[config.mk]
export PLATFORM = sky130hd
export DESIGN_NAME = word_loader
export DESIGN_NICKNAME = d
export VERILOG_FILES = /design/src/rtl/word_loader.sv
export SDC_FILE = /design/constraint.sdc
export NUM_CORES = 1
export LEC_CHECK = 0
export ABC_AREA = 1
export CAP_MARGIN = 20
export CORE_MARGIN = 5
export CORE_UTILIZATION = 30
export CTS_CLUSTER_DIAMETER = 40
export DETAILED_ROUTE_END_ITERATION = 7
export PLACE_DENSITY = 0.61
export SLEW_MARGIN = 40
export SYNTH_ARGS = -nofsm -noshare
export SYNTH_HDL_FRONTEND = slang
export SYNTH_SLANG_ARGS = --single-unit
export TNS_END_PERCENT = 20
[constraint.sdc]
create_clock -name clk -period 3.1 [get_ports clk]
set_input_delay 0.465 -clock clk [delete_from_list [all_inputs] [get_ports clk]]
set_output_delay 0.465 -clock clk [all_outputs]
set_load 0.01 [all_outputs]
[src/rtl/word_loader.sv]
// ---------------------------------------------------------------------------
// word_loader
//
// Purpose:
//   Assembles a stream of bytes into 32-bit words and presents each finished
//   word to a downstream 32-bit register that is clocked through a gated
//   clock. The enable for that gate (wr_en) comes straight from a flop, so it
//   only changes just after a rising clk edge while clk is high, which keeps
//   the downstream gated clock glitch-free.
//
//   Two states:
//     FILL   - bytes are accepted and written into a staging register.
//     COMMIT - the assembled word sits on D and wr_en is high for one cycle.
//              The downstream register captures D on the edge that ends
//              COMMIT. No bytes are accepted in this state.
//
// Parameters:
//   LSB_FIRST     1: first byte of a word lands in D[7:0]
//                 0: first byte of a word lands in D[31:24]
//
// Ports:
//   clk           in   1   single clock, all flops rising-edge
//   rst           in   1   asynchronous active-high reset
//   byte_in       in   8   incoming data byte
//   byte_valid    in   1   byte_in is valid this cycle
//   byte_ready    out  1   block accepts a byte this cycle (state decode)
//   flush         in   1   discard the partially assembled word (FILL only)
//   D             out  32  assembled word for the downstream register
//   wr_en         out  1   one-cycle write enable per committed word
//   byte_idx      out  2   number of bytes held in the current partial word
//   words_written out  16  saturating count of committed words
// ---------------------------------------------------------------------------
module word_loader #(
  parameter bit LSB_FIRST = 1'b1
) (
  input  logic        clk,
  input  logic        rst,
  input  logic [7:0]  byte_in,
  input  logic        byte_valid,
  output logic        byte_ready,
  input  logic        flush,
  output logic [31:0] D,
  output logic        wr_en,
  output logic [1:0]  byte_idx,
  output logic [15:0] words_written
);

  typedef enum logic {
    FILL   = 1'b0,
    COMMIT = 1'b1
  } state_t;

  state_t      state_q;
  logic [1:0]  byteIdx_q;
  logic [31:0] staging_q;
  logic [31:0] staging_d;
  logic [31:0] dOut_q;
  logic        wrEn_q;
  logic [15:0] wordsWritten_q;
  logic [15:0] wordsWritten_d;
  logic [1:0]  lane;
  logic        accept;

  // Handshake and lane selection. byte_ready depends on the state flop only,
  // so there is no combinational path from any input to byte_ready.
  always_comb begin
    accept = byte_valid && (state_q == FILL);
    if (LSB_FIRST) begin
      lane = byteIdx_q;
    end else begin
      lane = 2'd3 - byteIdx_q;
    end
  end

  // Staging register with the incoming byte merged into its lane. Using the
  // merged value for the commit lets the fourth byte reach D on the same edge
  // it is accepted.
  always_comb begin
    staging_d = staging_q;
    case (lane)
      2'd0:    staging_d[7:0]   = byte_in;
      2'd1:    staging_d[15:8]  = byte_in;
      2'd2:    staging_d[23:16] = byte_in;
      default: staging_d[31:24] = byte_in;
    endcase
  end

  // Saturating increment of the committed-word counter.
  always_comb begin
    if (wordsWritten_q == 16'hFFFF) begin
      wordsWritten_d = wordsWritten_q;
    end else begin
      wordsWritten_d = wordsWritten_q + 16'd1;
    end
  end

  // Main FSM. All outputs are flops updated here. A flush in FILL wins over a
  // simultaneous byte, so that byte is consumed (ready was high) but never
  // stored. In COMMIT flush is ignored and the word always completes. D is
  // only loaded on the FILL->COMMIT transition and otherwise holds, so it is
  // stable throughout and after the wr_en pulse. An asynchronous reset during
  // COMMIT drops wr_en immediately, so the downstream gated clock never gets
  // its closing edge and the word is lost without being counted.
  always_ff @(posedge clk or posedge rst) begin
    if (rst) begin
      state_q        <= FILL;
      byteIdx_q      <= 2'd0;
      staging_q      <= 32'h0;
      dOut_q         <= 32'h0;
      wrEn_q         <= 1'b0;
      wordsWritten_q <= 16'h0;
    end else begin
      case (state_q)
        FILL: begin
          wrEn_q <= 1'b0;
          if (flush) begin
            byteIdx_q <= 2'd0;
          end else if (accept) begin
            staging_q <= staging_d;
            if (byteIdx_q == 2'd3) begin
              dOut_q    <= staging_d;
              byteIdx_q <= 2'd0;
              wrEn_q    <= 1'b1;
              state_q   <= COMMIT;
            end else begin
              byteIdx_q <= byteIdx_q + 2'd1;
            end
          end
        end
        COMMIT: begin
          wrEn_q         <= 1'b0;
          state_q        <= FILL;
          wordsWritten_q <= wordsWritten_d;
        end
        default: begin
          wrEn_q  <= 1'b0;
          state_q <= FILL;
        end
      endcase
    end
  end

  assign byte_ready    = (state_q == FILL);
  assign D             = dOut_q;
  assign wr_en         = wrEn_q;
  assign byte_idx      = byteIdx_q;
  assign words_written = wordsWritten_q;

endmodule

After elaboration in Yosys (flattened, before gate mapping):

Cells that the tools add are included.
Widths: inputs -> output; s select.

* muxes and demuxes: 11
* equal/unequal tests: 4
* bitwise gates (word level): 3
* reductions and logical operators: 8
* add/subtract/negate cells: 2

Operators by type and width (number)
* $mux 8: 4
* $add 16x1->16 const B: 1
* $eq 16x16->1 const B: 1
* $mux 2: 3
* $eq 2x2->1 const B: 2
* $reduce_and 2->1: 2
* $reduce_and 4->1: 1
* $mux 1: 3
* $not 1->1: 3
* $reduce_and 3->1: 1
* $reduce_or 3->1: 1
* $add 2x1->2 const B: 1
* $eq 2x1->1 const B: 1
* $logic_not 2->1: 1
* $pmux 1 s2: 1
* $reduce_bool 2->1: 1
* $logic_and 1x1->1: 1

* flip-flop bits (word level): 83
* word-level logic and storage cells: 33
* output and inout bits: 52
* bits of input ports: 12

Depth between registers and ports, before layout:

* depth in word-level cells: 5
* gate-level depth with buffers: 8
* gate-level depth less buffers: 8

Least setup slack after synthesis:

Ideal clock, no wire load.

* kind: reg-to-reg
* start point: register wordsWritten_q[1] (netlist: words_written[1])
* end point: register wordsWritten_q[10] (netlist: words_written[10])
* buffers on the path: 0
* required time: 2.983 ns
* stages on the path, launching flop included: 9
* data arrival time: 1.351 ns
* setup time: 0.117 ns
* period minus slack after synthesis: 1.468 ns
* path slack: 1.632 ns
* cells stage by stage: dfrtp_1 ha_1 nand2_2 nor2_4 nand2_2 nor2_1 nor2_1 nand2_1 nand2_1

* cells in the longest elaborated chain, start to end: 3
* elaborated cells between the ends (all ways): 4
* those cells by class: 1 x add/sub; 1 x eq/ne; 1 x bitwise; 1 x reduce/logical

RTL lines
* from (decl): line 59 `logic [15:0] wordsWritten_q;`
* from (signal assigned): line 133 `wordsWritten_q <= wordsWritten_d;`
* branches (longest 3 deep; another with $add 16x1->16)

Several ways; the timed one is not identified.
A chain may end at the register's enable or synchronous reset.

==> metrics.md <==
| Metric | Value |
|---|---|
| Sequential area share after synthesis | 51.5% |
| Grt ovf | 0 |
| Max clock buf depth | 2 |
| Initial antenna violation count | 0 |
| Worst setup EP type | output pin |
| Root Driver | clkbuf_16 |
| Hpwl dp | 7.02 mm |
| Synth Warn # | 0 |
| FFs w/ async S/R, synth | 100% |
| Post-CTS setup buffers | 0 |
| Clk pwr share | 36.2% |
| WS Path Type | reg2out |
| Leakage power | 2.40 nW |
| Std-Cell Rows | 42 |
| Hold-fix buffers, CTS | 0 |
| Post-layout util | 38.7% |
| Die W | 126 um |
| Inserted Clock Buffers | 9 |
| Final Setup Violations | 0 |
| Layout Skew | 7.26 ps |
| Syn Inst Count | 516 |
| Peak Freq | 506 MHz |
| PortBufs | 63 |
| IO Count | 64 |
| Pre-antenna DRT Iters | 5 |
| Top-count cell post-synth | nand2_1 |
| Netlist cell types | 21 |
| Final hold violations | 0 |
| Nets | 594 |
| DRC | 0 |
| Reg clk slew, reported paths | 60 ps |
| Max VDD drop | 278 uV |
| Sw Share | 28.3% |
| RSZ-0062 raised after global routing | false |
| Clock Latency Late Sink | 340 ps |
| Antenna Diode Count | 0 |
| Tcrit/Tclk final | 63.7% |
| ANT nets after route | 0 |
| Number of global-route vias before repair | 3510 |
| Die area | 0.0159 mm^2 |
| Worst Reg2Reg Path Length in Cells | 6 |
| Drt wl/cell | 13.6 um |
| Comb pwr share | 19.1% |
| Layout cells sized above 1 | 6.37% |
| Synthesized Nets | 534 |
| Largest net degree at the start of global routing | 41 |
| Flops & latches, synth | 83 |
| Critical Path RT | 2630 ps |
| Commonest cells post-synth | 203 x nand2_1, 84 x o21ai_0, 83 x dfrtp_1 |
| Largest cells by area after synthesis | dfrtp_1 51%, nand2_1 19%, o21ai_0 10% |
| First-pass GRT wire length | 17.6 mm |
| Setup TNS | 0 ps |
| Startpoint Class | flip-flop |
| Starting Density | 30.5% |
| Area of the core | 0.0132 mm^2 |
| Status | complete, no violations |
| CTS resizes | 0 |
| Initial DRC Count | 318 |
| GR Util All Layers | 13.5% |
| Synth top area share | 51.5% |
| Post-placement cell count | 741 |
| Slew @ Worst Pin | 537 ps |
| Final wirelength | 10.3 mm |
| Max-capacitance violation count | 0 |
| Minimum clock period | 1980 ps |
| P&R area growth vs syn | 26.8% |
| Routability cong. | 0.841 |
| Post-Layout Cell Count | 757 |
| Yosys top cell by area | dfrtp_1 |
| Min-delay worst type | in2async |
| Seq pwr share | 44.7% |
| Internal Pwr Total | 2.13 mW |
| NetSw | 0.839 mW |
| Slew headroom | 64.1% |
| Pwr/cell area | 580 mW/mm^2 |
| Post-synth top flop | dfrtp_1 |
| Crit path DAT | 1510 ps |
| Slew Limit Fails | 0 |
| Worst-path fanout max | 6 |
| Synth Cell Area | 0.00404 mm^2 |
| CTS tree | built |
| Post-synth EDFFs | 0 |
| Die height | 126 um |
| Mapped Avg Cell Area | 7.82 um^2 |
| Vias/cell | 4.57 |
| Clk sinks | 83 |
| Vias post-DR | 3463 |
| H-tree depth | 3 |
-- power groups by stage --
stage,sequential [mW],combinational [mW],clock (mW)
3_3_place_gp,1.34,0.555,0
3_5_place_dp,1.35,0.575,0
5_1_grt,1.35,0.645,1.14
6_report,1.33,0.567,1.07
2_1_floorplan,1.37,0.268,0
4_1_cts,1.33,0.579,1.10
-- worst max-delay path: stages (launching register included) --
cell             delay, ps
dfrtp_1                480
inv_2                  150
clkdlybuf4s50_1        550
-- per-layer routing --
metal	global-route usage [%]	share of wire, %	vias up
met1	17.9	45	1640
met2	21.7	46	86
met5	0	0	-
met3	4.36	7.3	7
met4	2.97	0.88	0
li1	-	-	1730
-- final cells by class --
type                       count  area (um^2)
clock buffer                  10          229
clock inverter                 6         65.1
fill                        1379         8120
inverter                      56          211
multi-input combinational    356         1620
sequential                    83         2080
tap                          176          220
timing repair buffer          70          696
-- logic make-up after synthesis --
logic type	share of synthesized area (%)
compound gates	12.6
xor+xnor	0.434
fa+ha+maj	1.86
buf+inv	8.37
flops	51.5
simple gates	25.3
-- worst paths after layout --
| kind | from | to | slack [ps] |
|---|---|---|---|
| worst max-delay path | wr_en | byte_ready | 1120 |
| worst min-delay path | rst | words_written[3] | 480 |
| worst max register to register | byte_idx[0] | D[13] | 1390 |
| worst min register to register | D[26] | D[26] | 490 |
| max in group asynchronous | rst | D[26] | 1920 |
| min in group clk | D[26] | D[26] | 490 |
-- layout by cell type (no fill, tap or decap), drive strengths merged --
| master | count |
|---|---|
| nand2 | 207 |
| o21ai | 99 |
| dfrtp | 83 |
| clkdlybuf4s50 | 63 |
| inv | 56 |
| nor2 | 24 |
| nand3 | 13 |
| clkbuf | 10 |
| buf | 7 |
| ha | 6 |
| clkinv | 4 |
| nand3b | 3 |
| xor2 | 2 |
| nand4 | 2 |
| bufinv | 1 |
| clkinvlp | 1 |
-- registers in the layout, indices dropped and copies added (netlist names) --
name and count:
words_written 16, staging_q 32, wr_en 1, byte_idx 2, D 32
-- metrics by stage --
step	cell area [um^2]	worst slack (ps)	total power, mW	hold slack [ps]
after floorplan	4040	498	1.63	483
after global placement	4830	1080	1.90	492
after detailed placement	4830	1030	1.92	486
after CTS	5120	1110	3.01	500
after global routing	5120	1070	3.13	534
final	5120	1120	2.97	480
Note: power is estimated with default switching activity, not from simulation.
